### config.mk
export PLATFORM = sky130hd
export DESIGN_NAME = irig_bcd_to_epoch_flat
export DESIGN_NICKNAME = d
export VERILOG_FILES = /design/src/rtl/irig_bcd_to_epoch_if.sv /design/src/rtl/irig_bcd_to_epoch.sv /design/src/flat_wrapper.sv
export SDC_FILE = /design/constraint.sdc
export NUM_CORES = 1
export LEC_CHECK = 0
export ABC_CLOCK_PERIOD_IN_PS = 6500
export CAP_MARGIN = 40
export CORE_ASPECT_RATIO = 1.1
export CORE_UTILIZATION = 45
export CTS_CLUSTER_SIZE = 28
export DETAILED_ROUTE_END_ITERATION = 10
export GPL_ROUTABILITY_DRIVEN = 1
export PLACE_DENSITY = 0.66
export SLEW_MARGIN = 5
export SYNTH_ARGS = -nofsm -noshare
export SYNTH_HDL_FRONTEND = slang
export SYNTH_SLANG_ARGS = --single-unit
### constraint.sdc
create_clock -name Clk -period 6.5 [get_ports Clk]
set_clock_uncertainty 0.2 [all_clocks]
set_input_delay 1.625 -clock Clk [delete_from_list [all_inputs] [get_ports Clk]]
set_output_delay 1.625 -clock Clk [all_outputs]
set_load 0.005 [all_outputs]
### src/rtl/irig_bcd_to_epoch_if.sv
// irig_bcd_to_epoch_if: request/result bundle for the IRIG BCD to epoch converter.
// The master drives the BCD time stamp and strobe; the slave returns the result.
interface irig_bcd_to_epoch_if #(
  parameter int OUT_W = 32
);
  logic             In_vld;
  logic             In_rdy;
  logic [6:0]       Bcd_sec;
  logic [6:0]       Bcd_min;
  logic [5:0]       Bcd_hour;
  logic [9:0]       Bcd_day;
  logic [7:0]       Bcd_year;
  logic [OUT_W-1:0] Out_seconds;
  logic             Out_vld;
  logic             Out_err;
  logic             Out_drop;

  modport master (
    output In_vld, Bcd_sec, Bcd_min, Bcd_hour, Bcd_day, Bcd_year,
    input  In_rdy, Out_seconds, Out_vld, Out_err, Out_drop
  );

  modport slave (
    input  In_vld, Bcd_sec, Bcd_min, Bcd_hour, Bcd_day, Bcd_year,
    output In_rdy, Out_seconds, Out_vld, Out_err, Out_drop
  );
endinterface

### src/rtl/irig_bcd_to_epoch.sv
// irig_bcd_to_epoch: converts a captured IRIG BCD time stamp into a binary
// seconds count. The day and year contributions are accumulated one day/year
// per cycle so the datapath needs adders only (no multipliers).
module irig_bcd_to_epoch #(
  parameter int OUT_W   = 32,
  parameter int MODE    = 0,
  parameter int LEAP_EN = 1
) (
  input  logic               Clk,
  input  logic               Rst,
  irig_bcd_to_epoch_if.slave bus
);

  typedef enum logic [2:0] {
    S_IDLE  = 3'd0,
    S_CHECK = 3'd1,
    S_DAY   = 3'd2,
    S_YEAR  = 3'd3,
    S_SUM   = 3'd4
  } state_t;

  localparam logic             LEAP_ON   = (LEAP_EN != 32'sd0);
  localparam logic             YEAR_ON   = (MODE == 32'sd0);
  localparam logic [OUT_W-1:0] DAY_SECS  = OUT_W'(32'd86400);
  localparam logic [OUT_W-1:0] YEAR_SECS = OUT_W'(32'd31536000);
  localparam logic [OUT_W-1:0] ZERO_W    = {OUT_W{1'b0}};

  // Two BCD digits to binary; tens*10 is formed as (t<<3)+(t<<1).
  function automatic logic [7:0] bcd2_bin(input logic [3:0] tens, input logic [3:0] units);
    logic [7:0] t;
    t = {4'd0, tens};
    return (t << 3) + (t << 1) + {4'd0, units};
  endfunction

  // A BCD digit is malformed when it encodes a value above nine.
  function automatic logic nib_bad(input logic [3:0] n);
    return (n > 4'd9);
  endfunction

  state_t           state_q, state_d;
  logic             rdy_q, rdy_d;
  logic [6:0]       sec_bcd_q, sec_bcd_d;
  logic [6:0]       min_bcd_q, min_bcd_d;
  logic [5:0]       hour_bcd_q, hour_bcd_d;
  logic [9:0]       day_bcd_q, day_bcd_d;
  logic [7:0]       year_bcd_q, year_bcd_d;
  logic [OUT_W-1:0] sec_q, sec_d;
  logic [OUT_W-1:0] day_acc_q, day_acc_d;
  logic [OUT_W-1:0] year_acc_q, year_acc_d;
  logic [9:0]       day_cnt_q, day_cnt_d;
  logic [7:0]       year_cnt_q, year_cnt_d;
  logic [1:0]       leap_ph_q, leap_ph_d;
  logic             err_q, err_d;
  logic             hold_q, hold_d;
  logic [OUT_W-1:0] out_seconds_q, out_seconds_d;
  logic             out_vld_q, out_vld_d;
  logic             out_err_q, out_err_d;
  logic             out_drop_q, out_drop_d;

  logic [7:0]  s_bin_s, m_bin_s, h_bin_s, y_bin_s;
  logic [9:0]  d_bin_s, d_hund_s, day_max_s;
  logic [31:0] s32_s, m32_s, h32_s, sec_calc_s;
  logic        nib_err_s, leap_year_s, err_s;

  // Decode the captured BCD fields to binary and validate them.
  always_comb begin
    s_bin_s    = bcd2_bin({1'b0, sec_bcd_q[6:4]}, sec_bcd_q[3:0]);
    m_bin_s    = bcd2_bin({1'b0, min_bcd_q[6:4]}, min_bcd_q[3:0]);
    h_bin_s    = bcd2_bin({2'b00, hour_bcd_q[5:4]}, hour_bcd_q[3:0]);
    y_bin_s    = bcd2_bin(year_bcd_q[7:4], year_bcd_q[3:0]);
    d_hund_s   = {8'd0, day_bcd_q[9:8]};
    d_bin_s    = {2'b00, bcd2_bin(day_bcd_q[7:4], day_bcd_q[3:0])}
               + (d_hund_s << 6) + (d_hund_s << 5) + (d_hund_s << 2);
    s32_s      = {24'd0, s_bin_s};
    m32_s      = {24'd0, m_bin_s};
    h32_s      = {24'd0, h_bin_s};
    // 60 = 32+16+8+4 and 3600 = 2048+1024+512+16
    sec_calc_s = s32_s
               + (m32_s << 5) + (m32_s << 4) + (m32_s << 3) + (m32_s << 2)
               + (h32_s << 11) + (h32_s << 10) + (h32_s << 9) + (h32_s << 4);
    nib_err_s  = nib_bad(sec_bcd_q[3:0]) | nib_bad(min_bcd_q[3:0]) | nib_bad(hour_bcd_q[3:0])
               | nib_bad(day_bcd_q[3:0]) | nib_bad(day_bcd_q[7:4])
               | nib_bad(year_bcd_q[3:0]) | nib_bad(year_bcd_q[7:4]);
    leap_year_s = LEAP_ON & (y_bin_s[1:0] == 2'd0);
    day_max_s   = leap_year_s ? 10'd366 : 10'd365;
    err_s       = nib_err_s | (s_bin_s > 8'd60) | (m_bin_s > 8'd59) | (h_bin_s > 8'd23)
                | (d_bin_s == 10'd0) | (d_bin_s > day_max_s);
  end

  // Next-state and datapath updates for the conversion sequencer.
  always_comb begin
    state_d       = state_q;
    sec_bcd_d     = sec_bcd_q;
    min_bcd_d     = min_bcd_q;
    hour_bcd_d    = hour_bcd_q;
    day_bcd_d     = day_bcd_q;
    year_bcd_d    = year_bcd_q;
    sec_d         = sec_q;
    day_acc_d     = day_acc_q;
    year_acc_d    = year_acc_q;
    day_cnt_d     = day_cnt_q;
    year_cnt_d    = year_cnt_q;
    leap_ph_d     = leap_ph_q;
    err_d         = err_q;
    hold_d        = hold_q;
    out_seconds_d = out_seconds_q;
    out_vld_d     = 1'b0;
    out_err_d     = 1'b0;
    out_drop_d    = bus.In_vld & ~rdy_q;

    case (state_q)
      S_IDLE: begin
        if (bus.In_vld) begin
          sec_bcd_d  = bus.Bcd_sec;
          min_bcd_d  = bus.Bcd_min;
          hour_bcd_d = bus.Bcd_hour;
          day_bcd_d  = bus.Bcd_day;
          year_bcd_d = bus.Bcd_year;
          state_d    = S_CHECK;
        end else begin
          state_d    = S_IDLE;
        end
      end
      S_CHECK: begin
        sec_d      = OUT_W'(sec_calc_s);
        err_d      = err_s;
        hold_d     = 1'b0;
        day_acc_d  = ZERO_W;
        year_acc_d = ZERO_W;
        day_cnt_d  = d_bin_s - 10'd1;
        year_cnt_d = y_bin_s;
        leap_ph_d  = 2'd0;
        state_d    = err_s ? S_SUM : S_DAY;
      end
      S_DAY: begin
        if (day_cnt_q != 10'd0) begin
          day_acc_d = day_acc_q + DAY_SECS;
          day_cnt_d = day_cnt_q - 10'd1;
        end else begin
          state_d   = YEAR_ON ? S_YEAR : S_SUM;
        end
      end
      S_YEAR: begin
        if (year_cnt_q != 8'd0) begin
          // Year k of the century carries a leap day when k mod 4 = 0.
          year_acc_d = year_acc_q + YEAR_SECS
                     + ((LEAP_ON && (leap_ph_q == 2'd0)) ? DAY_SECS : ZERO_W);
          leap_ph_d  = leap_ph_q + 2'd1;
          year_cnt_d = year_cnt_q - 8'd1;
        end else begin
          state_d    = S_SUM;
        end
      end
      S_SUM: begin
        // A rejected request waits one extra cycle so its result lands at a fixed latency.
        if (err_q && !hold_q) begin
          hold_d = 1'b1;
        end else begin
          state_d   = S_IDLE;
          out_vld_d = 1'b1;
          out_err_d = err_q;
          if (!err_q) begin
            out_seconds_d = sec_q + day_acc_q + year_acc_q;
          end else begin
            out_seconds_d = out_seconds_q;
          end
        end
      end
      default: begin
        state_d = S_IDLE;
      end
    endcase

    rdy_d = (state_d == S_IDLE);
  end

  // State and datapath registers with asynchronous reset.
  always_ff @(posedge Clk or posedge Rst) begin
    if (Rst) begin
      state_q       <= S_IDLE;
      rdy_q         <= 1'b1;
      sec_bcd_q     <= 7'd0;
      min_bcd_q     <= 7'd0;
      hour_bcd_q    <= 6'd0;
      day_bcd_q     <= 10'd0;
      year_bcd_q    <= 8'd0;
      sec_q         <= ZERO_W;
      day_acc_q     <= ZERO_W;
      year_acc_q    <= ZERO_W;
      day_cnt_q     <= 10'd0;
      year_cnt_q    <= 8'd0;
      leap_ph_q     <= 2'd0;
      err_q         <= 1'b0;
      hold_q        <= 1'b0;
      out_seconds_q <= ZERO_W;
      out_vld_q     <= 1'b0;
      out_err_q     <= 1'b0;
      out_drop_q    <= 1'b0;
    end else begin
      state_q       <= state_d;
      rdy_q         <= rdy_d;
      sec_bcd_q     <= sec_bcd_d;
      min_bcd_q     <= min_bcd_d;
      hour_bcd_q    <= hour_bcd_d;
      day_bcd_q     <= day_bcd_d;
      year_bcd_q    <= year_bcd_d;
      sec_q         <= sec_d;
      day_acc_q     <= day_acc_d;
      year_acc_q    <= year_acc_d;
      day_cnt_q     <= day_cnt_d;
      year_cnt_q    <= year_cnt_d;
      leap_ph_q     <= leap_ph_d;
      err_q         <= err_d;
      hold_q        <= hold_d;
      out_seconds_q <= out_seconds_d;
      out_vld_q     <= out_vld_d;
      out_err_q     <= out_err_d;
      out_drop_q    <= out_drop_d;
    end
  end

  assign bus.In_rdy      = rdy_q;
  assign bus.Out_seconds = out_seconds_q;
  assign bus.Out_vld     = out_vld_q;
  assign bus.Out_err     = out_err_q;
  assign bus.Out_drop    = out_drop_q;

endmodule
### src/flat_wrapper.sv
// flat-port wrapper written by rule: the top's interface ports become plain ports
module irig_bcd_to_epoch_flat 
#(
  parameter int OUT_W   = 32,
  parameter int MODE    = 0,
  parameter int LEAP_EN = 1
)
  (Clk, Rst, bus_In_vld, bus_Bcd_sec, bus_Bcd_min, bus_Bcd_hour, bus_Bcd_day, bus_Bcd_year, bus_In_rdy, bus_Out_seconds, bus_Out_vld, bus_Out_err, bus_Out_drop);
  irig_bcd_to_epoch_if #(.OUT_W(OUT_W)) bus_i ();
  input  logic Clk;
  input  logic Rst;
  input wire logic [$bits(bus_i.In_vld)-1:0] bus_In_vld;
  input wire logic [$bits(bus_i.Bcd_sec)-1:0] bus_Bcd_sec;
  input wire logic [$bits(bus_i.Bcd_min)-1:0] bus_Bcd_min;
  input wire logic [$bits(bus_i.Bcd_hour)-1:0] bus_Bcd_hour;
  input wire logic [$bits(bus_i.Bcd_day)-1:0] bus_Bcd_day;
  input wire logic [$bits(bus_i.Bcd_year)-1:0] bus_Bcd_year;
  output wire logic [$bits(bus_i.In_rdy)-1:0] bus_In_rdy;
  output wire logic [$bits(bus_i.Out_seconds)-1:0] bus_Out_seconds;
  output wire logic [$bits(bus_i.Out_vld)-1:0] bus_Out_vld;
  output wire logic [$bits(bus_i.Out_err)-1:0] bus_Out_err;
  output wire logic [$bits(bus_i.Out_drop)-1:0] bus_Out_drop;
  assign bus_i.In_vld = bus_In_vld;
  assign bus_i.Bcd_sec = bus_Bcd_sec;
  assign bus_i.Bcd_min = bus_Bcd_min;
  assign bus_i.Bcd_hour = bus_Bcd_hour;
  assign bus_i.Bcd_day = bus_Bcd_day;
  assign bus_i.Bcd_year = bus_Bcd_year;
  assign bus_In_rdy = bus_i.In_rdy;
  assign bus_Out_seconds = bus_i.Out_seconds;
  assign bus_Out_vld = bus_i.Out_vld;
  assign bus_Out_err = bus_i.Out_err;
  assign bus_Out_drop = bus_i.Out_drop;
  irig_bcd_to_epoch #(.OUT_W(OUT_W), .MODE(MODE), .LEAP_EN(LEAP_EN)) u_core (.Clk(Clk), .Rst(Rst), .bus(bus_i));
endmodule
==> key figures <==
Yosys
  • Register area share after synthesis: 32.5%
  • Post-Syn Area: 0.0129 sq mm
  • Synth Warn #: 0
  • Syn_area_per_cell: 9.40 sq um
  • Post-Syn Instances: 1,376
  • Synth cell types: 85
  • FFs w/ async S/R, synth: 100%
  • Prevailing post-synth register cell: dfrtp_1
  • Number of flops mapped to enable cells by yosys: 0
  • Flop and latch count out of synthesis: 168

Timing
  • Final worst-path cycle share: 96.5%
  • Final Max Tran Viols: 0
  • Min Tclk post-route: 6270 ps
  • Worst-Margin Slew: 789 ps
  • Fin. Hold Viols: 0
  • Hold_ws: 272 ps
  • # setup viols final: 0
  • Max Fclk: 0.159 GHz
  • Slew margin rel.: 47.2%

Global routing
  • Pin count of the biggest net entering global routing: 109
  • First-pass GRT wire length: 46,600 um
  • Antenna violations before repair: 0
  • Vias in the first global route: 9,748
  • Overall Global Routing Usage: 19.4%
  • GR Overflow Total: 0

Clock network
  • Hold buffers post-CTS: 0
  • Clk pin slew, worst setup/hold paths: 70 ps
  • Num CTS Buffers: 17
  • TritonCTS clock tree: yes
  • H-tree depth: 4
  • Clk buf depth: 2
  • Later-pin clock latency in the skew report: 440 ps
  • Clk sinks: 168
  • CTS Root Cell: clkbuf_16

Route
  • Final wirelength: 26,900 um
  • DR iter-0 viols: 420
  • TritonRoute pass-1 iters: 5
  • Avg WL per Cell: 14.7 um
  • DRC viols: 0
  • DR vias: 9,790
  • Via density: 5.34
  • DRT antenna net count: 0

Setup path
  • Worst-path fanout max: 5
  • Worst setup path class: flip-flop to flip-flop
  • WP data arrival: 6380 ps
  • Worst Setup Start Kind: flip-flop
  • CP required: 6610 ps
  • Critical path endpoint category: flip-flop

Die
  • Num rows: 64
  • Io pins: 77
  • Initial Util: 46.2%
  • DIE HEIGHT: 180 um
  • Die span in x: 164 um
  • Die Footprint: 0.0294 sq mm
  • Core Area: 0.0280 sq mm

Placed design
  • GP Congestion: 0.888
  • DPL Wire Length: 20,500 um
  • Placed cell areas: 0.0142 sq mm
  • Port bufs: 76

Finish
  • # diodes: 0
  • Register cell area after layout: 0.00421 sq mm
  • NumNets Final: 1,689
  • Commonest non-fill, non-tap cell in the layout: dfrtp_1
  • Area of the multi-input gates: 0.00823 sq mm
  • Final cell area excluding filler cells: 0.0149 sq mm
  • Layout cell share with drive strength beyond 1: 8.44%
  • Filler cells: 2,546
  • Area Overhead vs Synth: 15.3%
  • Most frequent cells in the layout: dfrtp_1, nand2_1, ha_1
  • Finished Core Util: 53.2%

Worst hold path
  • Hold Crit Class: flip-flop to flip-flop

Flow run
  • MaxCap Viol Count: 0

Run status
  • Status: finished, final reports clean
-- area by class of cell --
type                    count  area share [%]
well taps                 363            3.05
flip-flops and latches    168            28.2
inverters                 126            3.21
multi-input cells        1052            55.2
clock buffers              22            3.05
repair buffers             92            5.99
clock inverters            10            1.28
-- Yosys cell counts, types with 3 or more instances --
| cell type | n | area share [%] |
|---|---|---|
| or4_1 | 4 | 0.23 |
| a211oi_1 | 11 | 0.64 |
| nor2_1 | 90 | 2.6 |
| ha_1 | 135 | 13 |
| dfrtp_1 | 167 | 32 |
| and3_1 | 6 | 0.29 |
| nand3_1 | 24 | 0.93 |
| a311o_1 | 3 | 0.23 |
| xor2_1 | 39 | 2.6 |
| or2_2 | 4 | 0.19 |
| nor2b_1 | 14 | 0.68 |
| fa_1 | 56 | 8.7 |
| mux2_2 | 33 | 2.9 |
| nor4b_1 | 3 | 0.20 |
| o21bai_1 | 10 | 0.58 |
| inv_1 | 126 | 3.7 |
| o21ai_0 | 102 | 3.9 |
| o21a_1 | 11 | 0.64 |
| a31oi_1 | 7 | 0.34 |
| o211ai_1 | 7 | 0.41 |
| xnor2_1 | 55 | 3.7 |
| or3_1 | 14 | 0.68 |
| o22ai_1 | 7 | 0.34 |
| clkbuf_1 | 31 | 0.90 |
| nand4_1 | 11 | 0.53 |
| nor3_1 | 29 | 1.1 |
| a21boi_0 | 3 | 0.17 |
| nand2_1 | 148 | 4.3 |
| nand2b_1 | 10 | 0.48 |
| a21o_1 | 32 | 1.9 |
| o21ai_1 | 4 | 0.15 |
| nor4_1 | 4 | 0.19 |
| mux2i_1 | 10 | 0.77 |
| a31o_2 | 4 | 0.27 |
| nor3b_1 | 6 | 0.35 |
| buf_2 | 3 | 0.12 |
| a311oi_1 | 3 | 0.20 |
| o31ai_1 | 10 | 0.58 |
| a21oi_1 | 79 | 3.1 |
-- path summary, 6_finish.rpt --
check | slack (ps) | end | cells after the start | start
min | 270 | u_core.bus.Out_seconds[2] | 2 | u_core.bus.Out_seconds[2]
max | 230 | u_core.sec_q[18] | 24 | u_core.sec_bcd_q[5]
min in group asynchronous | 1400 | u_core.min_bcd_q[1] | 2 | Rst
max in group asynchronous | 3680 | u_core.year_acc_q[29] | 3 | Rst
max reg2reg | 230 | u_core.sec_q[18] | 24 | u_core.sec_bcd_q[5]
min reg2reg | 270 | u_core.bus.Out_seconds[2] | 2 | u_core.bus.Out_seconds[2]
-- cell families (layout without fill, tap and decap cells) --
family | count (synthesis) | after routing | synth area share [%]
AND/OR/NAND/NOR | 385 | 385 | 14.2
buffers and inverters | 163 | 250 | 4.79
flip-flops | 168 | 168 | 32.5
adder cells (fa/ha/maj) | 192 | 192 | 21.8
AO/OA/AOI/OAI | 329 | 329 | 16.5
other | 1 | 8 | 0.0290
XOR/XNOR | 95 | 95 | 6.49
multiplexers | 43 | 43 | 3.65
-- repair_timing --
item	4_1_cts	5_1_grt
buffers inserted	0	0
gates resized for setup	3	17
endpoints found under the setup margin	2	6
pin swaps	0	8
cloned	0	0
-- per-layer routing --
metal	track usage (%)	vias to the layer above	routed length, um	share of wire [%]
met5	0	-	0	0
met4	5.37	0	444	1.7
met3	3.25	26	834	3.1
met2	32.1	140	12600	47
met1	26.2	4674	13000	48
li1	-	4950	-	-
-- sequential cells by signal, indices dropped and copies added, names as in the netlist, 6 cells and up --
signal,cells
u_core.bus.Out_seconds,32
u_core.day_acc_q,25
u_core.day_bcd_q,10
u_core.day_cnt_q,10
u_core.hour_bcd_q,6
u_core.min_bcd_q,7
u_core.sec_bcd_q,7
u_core.sec_q,19
u_core.year_acc_q,25
u_core.year_bcd_q,8
u_core.year_cnt_q,8
-- critical path, stage by stage (launching register included) --
cell and delay [ps]:
dfrtp_1 440, ha_1 300, a21o_1 200, a21oi_2 160
nand2b_4 150, mux2i_1 180, o22a_1 180, inv_1 50
ha_1 260, a21oi_1 70, maj3_2 350, xnor2_1 160
fa_1 480, inv_1 60, fa_1 500, fa_1 540
inv_1 40, ha_1 300, inv_1 90, o21ai_1 100
a2111o_1 410, a311o_1 280, a21o_1 210, a2111oi_4 360
nor3_1 80
-- through the flow --
stage	setup WS, ps	setup TNS [ps]	instances
3_5_place_dp	-29.6	-29.6	1801
5_1_grt	-64.8	-64.8	1833
4_1_cts	1.27	0	1833
6_report	228	0	1833
3_3_place_gp	49.6	0	1800
2_1_floorplan	130	0	1383
Power is not shown: default switching activity piles up to over one toggle a cycle in this logic, so the estimate is an artifact.
